**src/rtl/cbm2_bus_pkg.sv**
```systemverilog
// cbm2_bus_pkg: shared state type, widths and parameter legality check for the CBM-II bus sequencer
package cbm2_bus_pkg;
    typedef enum logic {RUN, STALL} state_t;
    localparam int CNT_W = 6;
    localparam int STALL_W = 7;
    function automatic logic params_ok(input int half_clks, input int vid_slot, input int cpu_slot,
                                       input int cpu_len, input int ram_timeout);
        return half_clks >= 8 && half_clks <= 64 && vid_slot < half_clks - 1 && cpu_len >= 1 &&
               cpu_slot + cpu_len <= half_clks - 1 && ram_timeout >= 1 && ram_timeout < 2 ** STALL_W;
    endfunction
endpackage

```
**src/rtl/cbm2_ram_handshake.sv**
```systemverilog
// cbm2_ram_handshake: SDRAM request tracking, stall decision, stall timeout and sticky error flag
module cbm2_ram_handshake
    import cbm2_bus_pkg::*;
#(
    parameter int RAM_TIMEOUT = 8
) (
    input  logic clk_sys,
    input  logic reset,
    input  logic req_fire,
    input  logic ram_ack,
    input  logic at_half_end,
    input  logic in_stall,
    output logic stall,
    output logic resume,
    output logic ram_err
);
    logic pending, timeout;
    logic [STALL_W-1:0] stall_cnt;
    assign timeout = in_stall && stall_cnt == STALL_W'(RAM_TIMEOUT - 1);
    assign stall = at_half_end && pending && !ram_ack;
    assign resume = in_stall && (ram_ack || timeout);
    // An ack only counts once the request is registered; a timeout with a simultaneous ack is an ack
    always_ff @(posedge clk_sys) begin
        if (reset) begin
            pending <= 1'b0;
            stall_cnt <= '0;
            ram_err <= 1'b0;
        end else begin
            pending <= req_fire || (pending && !ram_ack && !timeout);
            stall_cnt <= (in_stall && !resume) ? stall_cnt + STALL_W'(1) : '0;
            if (timeout && !ram_ack) ram_err <= 1'b1;
        end
    end
endmodule

```
**src/rtl/cbm2_bus_sequencer.sv**
```systemverilog
// cbm2_bus_sequencer: 1 MHz two-phase bus cycle generator with SDRAM stall, pause and 6509/IPC slot arbitration
module cbm2_bus_sequencer
    import cbm2_bus_pkg::*;
#(
    parameter int HALF_CLKS = 16,
    parameter int VID_SLOT = 2,
    parameter int CPU_SLOT = 4,
    parameter int CPU_LEN = 4,
    parameter int RAM_TIMEOUT = 8
) (
    input  logic clk_sys,
    input  logic reset,
    input  logic pause,
    input  logic ram_cs,
    input  logic ram_ack,
    input  logic copro_req,
    output logic phase,
    output logic vidCycle,
    output logic cpuCycle,
    output logic ram_req,
    output logic cpu_ce,
    output logic copro_ce,
    output logic copro_gnt,
    output logic ram_err
);
    if (!params_ok(HALF_CLKS, VID_SLOT, CPU_SLOT, CPU_LEN, RAM_TIMEOUT)) begin : g_bad_params
        $error("cbm2_bus_sequencer: illegal parameter combination");
    end
    localparam logic [CNT_W-1:0] LAST = CNT_W'(HALF_CLKS - 1);
    localparam logic [CNT_W-1:0] VID = CNT_W'(VID_SLOT);
    localparam logic [CNT_W-1:0] CPU_FIRST = CNT_W'(CPU_SLOT);
    localparam logic [CNT_W-1:0] CPU_END = CNT_W'(CPU_SLOT + CPU_LEN);
    state_t state;
    logic [CNT_W-1:0] cnt;
    logic paused, cpu_sel, run, half_end, req_fire, stall, resume, wrap, boundary;
    assign run = state == RUN && !paused;
    assign half_end = run && cnt == LAST;
    assign vidCycle = run && cnt == VID;
    assign cpuCycle = run && phase && cnt >= CPU_FIRST && cnt < CPU_END;
    assign req_fire = ram_cs && (vidCycle || (cpuCycle && cnt == CPU_FIRST));
    assign ram_req = req_fire;
    // A wrap is either an unstalled half end or the clock a stall resolves; in phase 1 it completes a cycle
    assign wrap = (half_end && !stall) || (state == STALL && resume);
    assign boundary = wrap && phase;
    assign cpu_ce = boundary && !cpu_sel;
    assign copro_ce = boundary && cpu_sel;
    assign copro_gnt = cpu_sel;
    cbm2_ram_handshake #(.RAM_TIMEOUT(RAM_TIMEOUT)) u_handshake (
        .clk_sys(clk_sys),
        .reset(reset),
        .req_fire(req_fire),
        .ram_ack(ram_ack),
        .at_half_end(half_end),
        .in_stall(state == STALL),
        .stall(stall),
        .resume(resume),
        .ram_err(ram_err)
    );
    // Slot counter, phase, run/stall state; pause and slot ownership change only at completed cycles
    always_ff @(posedge clk_sys) begin
        if (reset) begin
            cnt <= '0;
            phase <= 1'b0;
            state <= RUN;
            cpu_sel <= 1'b0;
            paused <= 1'b0;
        end else if (paused) begin
            paused <= pause;
        end else if (wrap) begin
            cnt <= '0;
            phase <= ~phase;
            state <= RUN;
            if (boundary) begin
                cpu_sel <= copro_req;
                paused <= pause;
            end
        end else if (stall) begin
            state <= STALL;
        end else if (run) begin
            cnt <= cnt + CNT_W'(1);
        end
    end
endmodule

```
**config.mk**
```make
export PLATFORM = sky130hd
export DESIGN_NAME = cbm2_bus_sequencer
export DESIGN_NICKNAME = d
export VERILOG_FILES = /design/src/rtl/cbm2_bus_pkg.sv /design/src/rtl/cbm2_ram_handshake.sv /design/src/rtl/cbm2_bus_sequencer.sv
export SDC_FILE = /design/constraint.sdc
export NUM_CORES = 1
export LEC_CHECK = 0
export BUFFER_PORTS_ARGS = -buffer_cell sky130_fd_sc_hd__buf_2
export CAP_MARGIN = 20
export CORE_UTILIZATION = 49
export DETAILED_ROUTE_END_ITERATION = 12
export PLACE_DENSITY_LB_ADDON = 0.3
export SYNTH_ARGS = -nofsm -noshare
export SYNTH_HDL_FRONTEND = slang
export SYNTH_SLANG_ARGS = --single-unit
export TNS_END_PERCENT = 50
```
**constraint.sdc**
```tcl
create_clock -name clk_sys -period 2.2 [get_ports clk_sys]
set_input_delay 0.44 -clock clk_sys [delete_from_list [all_inputs] [get_ports clk_sys]]
set_output_delay 0.44 -clock clk_sys [all_outputs]
set_load 0.02 [all_outputs]
```
### Yosys cells after proc, flatten, opt, wreduce, memory -nomap -nowiden

Index checks and enable logic that the tools add are counted.

* input port bits: 6
* flip-flop bits (word level): 19
* output and inout bits: 8

* reductions and logical operators: 38
* mux-type cells: 8
* bitwise operators: 4
* equal/unequal tests: 5
* add/sub/neg operators: 2
* order comparisons: 2

Operators by type and width (number)
* $logic_and A1 B1 Y1: 21
* $mux W6: 3
* $add A7 B1 Y7 const B: 1
* $eq A7 B3 Y1 const B: 1
* $add A6 B1 Y6 const B: 1
* $eq A6 B2 Y1 const B: 1
* $eq A6 B3 Y1 const B: 1
* $eq A6 B4 Y1 const B: 1
* $ge A6 B3 Y1 const B: 1
* $logic_not A1 Y1: 6
* $lt A6 B4 Y1 const B: 1
* $reduce_and A3 Y1: 2
* $mux W1: 5
* $logic_or A1 B1 Y1: 4
* $not A1 Y1: 4
* $reduce_and A2 Y1: 2
* $reduce_bool A2 Y1: 2
* $ne A2 B1 Y1 const B: 1
* $reduce_or A2 Y1: 1

### Depth between registers and ports, before layout

Gate-level depths: netlist of run 1.

* depth in word-level cells: 12
* mapped depth: 6

### By module

Synthesis of run 1 repeated with hierarchy kept, for this count alone.

* cell total of the unflattened synthesis: 105
* area total of the unflattened synthesis: 957.2 µm²

By module, submodules not included
* cbm2_bus_sequencer: cells each 64, area an instance 541.8 µm², times used 1
* cbm2_ram_handshake: cells each 41, area an instance 415.4 µm², times used 1

### Worst setup path before layout of run 1

Ideal clock, no wire load.

* path kind: register to output
* start: register state
* end: output copro_ce
* data arrival time: 1.904 ns
* slack: -0.144 ns
* stages on the path, launching flop included: 6
* cell sequence: dfxtp_1 > clkbuf_2 > or4_4 > or3_4 > a31o_2 > nor2_1

* cells in the longest elaborated chain, start to end: 10
* elaborated cells on any way between the ends: 14
* classes of those cells: bitwise: 1; reduce/logical: 13

Ends and longest elaborated chain
* from (decl): line cbm2_bus_sequencer.sv:33 `state_t state;`
* from (signal assigned): line cbm2_bus_sequencer.sv:64 `state <= RUN;`
* from (signal assigned): line cbm2_bus_sequencer.sv:72 `state <= RUN;`
* from (signal assigned): line cbm2_bus_sequencer.sv:78 `state <= STALL;`
* $not A1 Y1: line cbm2_bus_sequencer.sv:36 `assign run = state == RUN && !paused;`
* $logic_and A1 B1 Y1: line cbm2_bus_sequencer.sv:36
* $logic_and A1 B1 Y1: line cbm2_bus_sequencer.sv:37 `assign half_end = run && cnt == LAST;`
* $logic_and A1 B1 Y1 (2 in a row): line cbm2_ram_handshake.sv:20 `assign stall = at_half_end && pending && !ram_ack;`
* $logic_not A1 Y1: line cbm2_bus_sequencer.sv:43 `assign wrap = (half_end && !stall) || (state == STALL && resume);`
* $logic_and A1 B1 Y1: line cbm2_bus_sequencer.sv:43
* $logic_or A1 B1 Y1 *: line cbm2_bus_sequencer.sv:43
* $logic_and A1 B1 Y1 *: line cbm2_bus_sequencer.sv:44 `assign boundary = wrap && phase;`
* $logic_and A1 B1 Y1 *: line cbm2_bus_sequencer.sv:46 `assign copro_ce = boundary && cpu_sel;`
* to (decl): line cbm2_bus_sequencer.sv:22 `output logic copro_ce,`

Every way passes the cells marked *; elsewhere a longest branch is shown, timed or not.

### Worst setup path in the final report of run 1

Ends and elaborated chain as after synthesis.

==> flow_summary_export.csv, run 1 <==
group,metric,value,unit
placement,portBuffers,13,
yosys,synth_seq_cells,19,
drt,routedWlPerCell,12.15,microns
yosys,syn_nets,122,
cts,clk_pin_slew,0.12,ns
drt,drt_iter0_drc,10,
timing,finalCritPeriodShare,1.118,
floorplanning,fp.dieW,46.77,microns
drt,num_vias,861,
layout,final_cells,162,
yosys,avgSynthCellArea,8.770,sq um
cts,htreeDepth,1,
yosys,yosysSeqAreaShare,0.3873,
floorplanning,die_h,46.77,microns
floorplanning,core_area,0.001802,sq mm
layout,nets,148,
critical_path,critPathMaxFanout,4,
drt,vias_per_cell,5.315,
critical_path,cp_slowest_cell,"or4_4",
layout,antenna_cells,0,
floorplanning,fp.dieArea,0.002187,sq mm
cts,cts-root-buf,"clkbuf_4",
floorplanning,io_pins,14,
critical_path,crit_path_cell_trace,"or4_4 > or3_4 > a31o_4 > nor2_4 > buf_6",
cts,cts_num_sinks,19,
min_path,hold_class,"input pin to register",
drt,drc,0,
critical_path,arrival,2.02,ns
critical_path,start_kind,"register",
timing,max_freq,406.7,MHz
yosys,synth_cells,112,
global_routing,first_global_vias,733,
cts,clk_latency,0.31,ns
layout,final_common_cell,"dfxtp_1",
cts,cts_tree,"done",
timing,report.final.setup_viol,2,
cts,cts_buffer_depth,2,
global_routing,grt_max_degree,18,
layout,fin_util,0.6701,
layout,design_area,0.001207,sq mm
critical_path,cp-end-kind,"primary output",
layout,area_growth_syn_to_layout,22.93,%
run,maxCapViolCount,0,
yosys,ys_types,37,
placement,hpwl,1.503,mm
global_routing,grt_pass1_wl,3.201,mm
timing,slew_violations,0,
placement,dp_cells,158,
floorplanning,row_count,15,
global_routing,antenna_found_initial,0,
placement,gp_congestion,0.7724,
cts,hold_buffers,0,
global_routing,gr-usage-met3,0.08077,
timing,skew,0.005205,ns
critical_path,path_class,"register to primary output",
placement,dpl_cell_area,0.001169,sq mm
timing,fin_crit,2.459,ns
yosys,yosysWarnings,0,
yosys,syn-cell-area,982.2,sq um
timing,whs,0.3882,ns
critical_path,worstPathRequired,1.76,ns
global_routing,met2_usage,0.3556,
critical_path,cp_top_family,"simple AND/OR/NAND/NOR gates",
outcome,status,"finished, violations left",
drt,antenna_left,0,
global_routing,track_usage,0.2162,
global_routing,grt-ovfl-total,0,
timing,rsz0062_at_grt,"true",
cts,cts_made_buffers,3,
timing,report.final.hold_viol_count,0,
global_routing,top_usage_layer,"met2",
timing,worstMarginPinSlew,0.3197,ns
power,p_per_area,483.7,mW/mm^2
floorplanning,start_util,0.5451,
drt,dr.pass1.iters,4,
critical_path,path_buf_inv,1,
power,p_leak,0.4626,nW
layout,final_cell_mix,"19 x dfxtp_1, 14 x nor2_1, 12 x inv_1",
power,vdd_drop_max,0.5860,mV
drt,routed_wl,1.968,mm
layout,layout-drive-gt1-share,0.2701,
critical_path,slowest_delay,0.55,ns
timing,relSlewSlack,0.7854,
outcome,violations,"setup timing",
timing,fin_ws,-0.2591,ns
global_routing,grt_util_met1,0.2695,
## routing by layer
metal,vias up,part of all wire
li1,443,-
met1,402,0.49
met2,14,0.46
met3,2,0.042
met4,0,0.0066
met5,-,0
## what timing repair did
item | in CTS | in global routing
setup buffers | 0 | 0
endpoints found under the setup margin | 2 | 3
resized for setup | 2 | 1
## worst paths after layout
check                                              start                  endpoint  slack [ns]  cells past startpoint
worst max-delay path                               state                  copro_ce       -0.26                      5
worst min-delay path                           copro_req                 copro_gnt        0.39                      3
worst max register to register                     state                 copro_gnt        0.24                      5
worst min register to register  u_handshake.stall_cnt[0]  u_handshake.stall_cnt[0]        0.46                      1
## synthesized netlist by cell type
library cell / count / share of area
nor3b_1: 1 / 0.0076
a21oi_1: 3 / 0.015
and2_1: 1 / 0.0064
or4_4: 1 / 0.011
inv_1: 12 / 0.046
nand3_1: 6 / 0.031
nand3b_1: 2 / 0.015
o31ai_1: 2 / 0.015
nor2b_1: 1 / 0.0064
o21ai_0: 3 / 0.015
or3_4: 1 / 0.011
clkbuf_1: 1 / 0.0038
or4_1: 1 / 0.0076
xnor2_1: 2 / 0.018
ha_1: 4 / 0.051
nand4_1: 1 / 0.0064
a311oi_1: 1 / 0.0089
nand4b_2: 1 / 0.015
a31o_2: 1 / 0.0089
dfxtp_1: 19 / 0.39
nand4b_1: 1 / 0.0089
o32ai_1: 2 / 0.018
o21ba_2: 1 / 0.010
or3_1: 2 / 0.013
a211oi_1: 3 / 0.023
nand2_1: 5 / 0.019
clkbuf_2: 1 / 0.0051
nand2b_1: 4 / 0.025
mux2_4: 1 / 0.015
nor2_1: 16 / 0.061
and3_1: 1 / 0.0064
mux2i_1: 2 / 0.020
nor3_1: 3 / 0.015
a31oi_4: 1 / 0.022
xor2_1: 3 / 0.027
o41ai_2: 1 / 0.017
nor4_1: 1 / 0.0064
## state kept, by name, summed over array words and instances (netlist names)
name	flops
cnt	6
copro_gnt	1
paused	1
phase	1
state	1
u_handshake.pending	1
u_handshake.ram_err	1
u_handshake.stall_cnt	7
## tightest hold or removal path: stages
cell and delay (ns):
buf_2 0.10, nand2b_1 0.06, mux2i_1 0.06
## kinds of logic after synthesis
group / share of synthesized area
and+or+nand+nor: 0.2739
DFF: 0.3873
AOI/OAI and AO/OA: 0.1529
muxes: 0.03567
xor gates and xnor gates: 0.04459
adders and majority gates: 0.05096
buffers and inverters: 0.05477
## power breakdown
part	internal [W]	switching [W]
logic	0.0000189	0.0000234
clock network	0.0000694	0.000118
registers	0.000349	0.00000530
total	0.000438	0.000146
## area by class of cell
| class | instances | area, sq um |
|---|---|---|
| Inverter | 12 | 45.04 |
| Clock inverter | 1 | 7.507 |
| Fill cell | 165 | 594.3 |
| Clock buffer | 3 | 22.52 |
| Sequential cell | 19 | 380.4 |
| Tap cell | 25 | 31.28 |
| Timing Repair Buffer | 23 | 148.9 |
| Multi-Input combinational cell | 79 | 571.8 |
## stage by stage
stage | worst slack, ns | setup TNS (ns) | total power [W]
floorplan | 0.006906 | 0 | 0.0003872
CTS | -0.2648 | -0.5057 | 0.0005899
finish | -0.2591 | -0.4911 | 0.0005840
global route | -0.3179 | -0.6364 | 0.0006128
global placement | 0.08492 | 0 | 0.0004030
detailed placement | 0.07691 | 0 | 0.0004049
(Power assumes the default switching activity.)
==> inputs of run 2 (changes only) <==
- CAP_MARGIN: 20 -> unset
- RECOVER_POWER: unset -> 25
==> run 2 against run 1 <==
  * Largest cell class unchanged
  * Total power is essentially flat
  * Critical endpoint unchanged
  * Via count up 0.35%
  * The run still ends with setup timing left
  * Routed wire length hardly changed
==> flow_summary_export.csv, run 2 (synthesized netlist as in run 1, its figures left out) <==
group,metric,value,unit
critical_path,start_kind,"register",
timing,worstMarginPinSlew,0.3199,ns
drt,antenna_left,0,
layout,fin_util,0.6667,
timing,report.final.hold_viol_count,0,
critical_path,critPathMaxFanout,4,
timing,slew_violations,0,
outcome,status,"finished, violations left",
timing,finalCritPeriodShare,1.118,
timing,tns,-0.4906,ns
layout,largest_register_ffs,7,
layout,area_growth_syn_to_layout,22.29,%
outcome,violations,"setup timing",
timing,skew,0.005094,ns
critical_path,cp-end-kind,"primary output",
power,vdd_drop_max,0.5860,mV
timing,relSlewSlack,0.7853,
cts,cts_buffer_depth,2,
global_routing,grt_pass1_wl,3.201,mm
floorplanning,fp.dieArea,0.002187,sq mm
cts,cts-root-buf,"clkbuf_4",
power,p_per_area,486.1,mW/mm^2
layout,final_cell_mix,"19 x dfxtp_1, 14 x nor2_1, 12 x inv_1",
layout,antenna_cells,0,
drt,routedWlPerCell,12.15,microns
timing,fin_ws,-0.2588,ns
placement,portBuffers,13,
layout,reg.largest.list,"u_handshake.stall_cnt x7, cnt x6",
placement,gp_congestion,0.7724,
power,p_leak,0.4498,nW
timing,fin_crit,2.459,ns
drt,vias_per_cell,5.333,
timing,max_freq,406.7,MHz
floorplanning,start_util,0.5451,
floorplanning,die_h,46.77,microns
critical_path,worstPathRequired,1.76,ns
global_routing,track_usage,0.2162,
global_routing,grt-ovfl-total,0,
placement,hpwl,1.503,mm
floorplanning,core_area,0.001802,sq mm
min_path,hold_class,"input pin to register",
critical_path,critPathLaunch,"state",
floorplanning,fp.dieW,46.77,microns
layout,layout-drive-gt1-share,0.2482,
critical_path,path_class,"register to primary output",
critical_path,arrival,2.02,ns
cts,clk_pin_slew,0.12,ns
min_path,hp-start,"copro_req",
timing,rsz0062_at_grt,"true",
layout,largest_register,"u_handshake.stall_cnt",
cts,cts_tree,"done",
floorplanning,io_pins,14,
cts,htreeDepth,1,
drt,drc,0,
cts,cts_num_sinks,19,
layout,final_cells,162,
critical_path,r2r_start,"state",
cts,cts_made_buffers,3,
run,maxCapViolCount,0,
drt,dr.pass1.iters,4,
drt,num_vias,864,
global_routing,first_global_vias,733,
layout,nets,148,
cts,clk_latency,0.31,ns
timing,report.final.setup_viol,2,
placement,dp_cells,158,
global_routing,antenna_found_initial,0,
drt,drt_iter0_drc,12,
floorplanning,row_count,15,
layout,nFillCells,166,
layout,final_common_cell,"dfxtp_1",
drt,routed_wl,1.969,mm
global_routing,grt_max_degree,18,
run 2: cell count changes in the layout (fill, tap and decap cells not counted), sizes merged:
cell,before,now
buf,23,20
clkbuf,3,6
run 2: metrics by stage:
stage          area (sq um)  worst slack [ns]  hold WS (ns)   power, W
2_1_floorplan          1006          0.006906        0.4179  0.0003872
3_3_place_gp           1169           0.08492        0.4303  0.0004030
3_5_place_dp           1169           0.07691        0.4395  0.0004049
4_1_cts                1204           -0.2648        0.3865  0.0005899
5_1_grt                1201           -0.3179        0.3851  0.0006128
6_report               1201           -0.2588        0.3884  0.0005839
run 2: where the power goes:
part | switching, W | internal (W) | total (W)
logic | 0.0000234 | 0.0000189 | 0.0000423
clock network | 0.000118 | 0.0000694 | 0.000187
registers | 0.00000531 | 0.000349 | 0.000355
total | 0.000146 | 0.000438 | 0.000584
run 2: layer usage:
layer,track usage,wire (microns)
met1,0.2695,959
met2,0.3556,913
met3,0.08077,83
met4,0.05143,13
met5,0,0
run 2: final cells by class:
type	count	area (sq um)	area share
timing repair buffer	23	142.6	0.1188
multi-input combinational	79	571.8	0.4760
sequential	19	380.4	0.3167
tap	25	31.28	0.02604
inverter	12	45.04	0.03750
clock inverter	1	7.507	0.006250
clock buffer	3	22.52	0.01875
run 2: repair_timing:
| action | in CTS | in global routing |
|---|---|---|
| setup endpoints to repair | 2 | 3 |
| hold buffers | 0 | 0 |
| resized for setup | 2 | 1 |
| buffers inserted | 0 | 0 |
run 2: worst paths after layout:
check | endpoint | slack (ns) | cells after the start
setup / recovery | copro_ce | -0.26 | 5
hold / removal | copro_gnt | 0.39 | 3
setup reg to reg | copro_gnt | 0.24 | 5
hold reg to reg | u_handshake.stall_cnt[0] | 0.46 | 1
run 2: worst max-delay path, stage by stage, from the launching register on:
cell and delay (ns):
dfxtp_1 0.33, or4_4 0.55, or3_4 0.35, a31o_4 0.25, nor2_4 0.11, buf_6 0.12
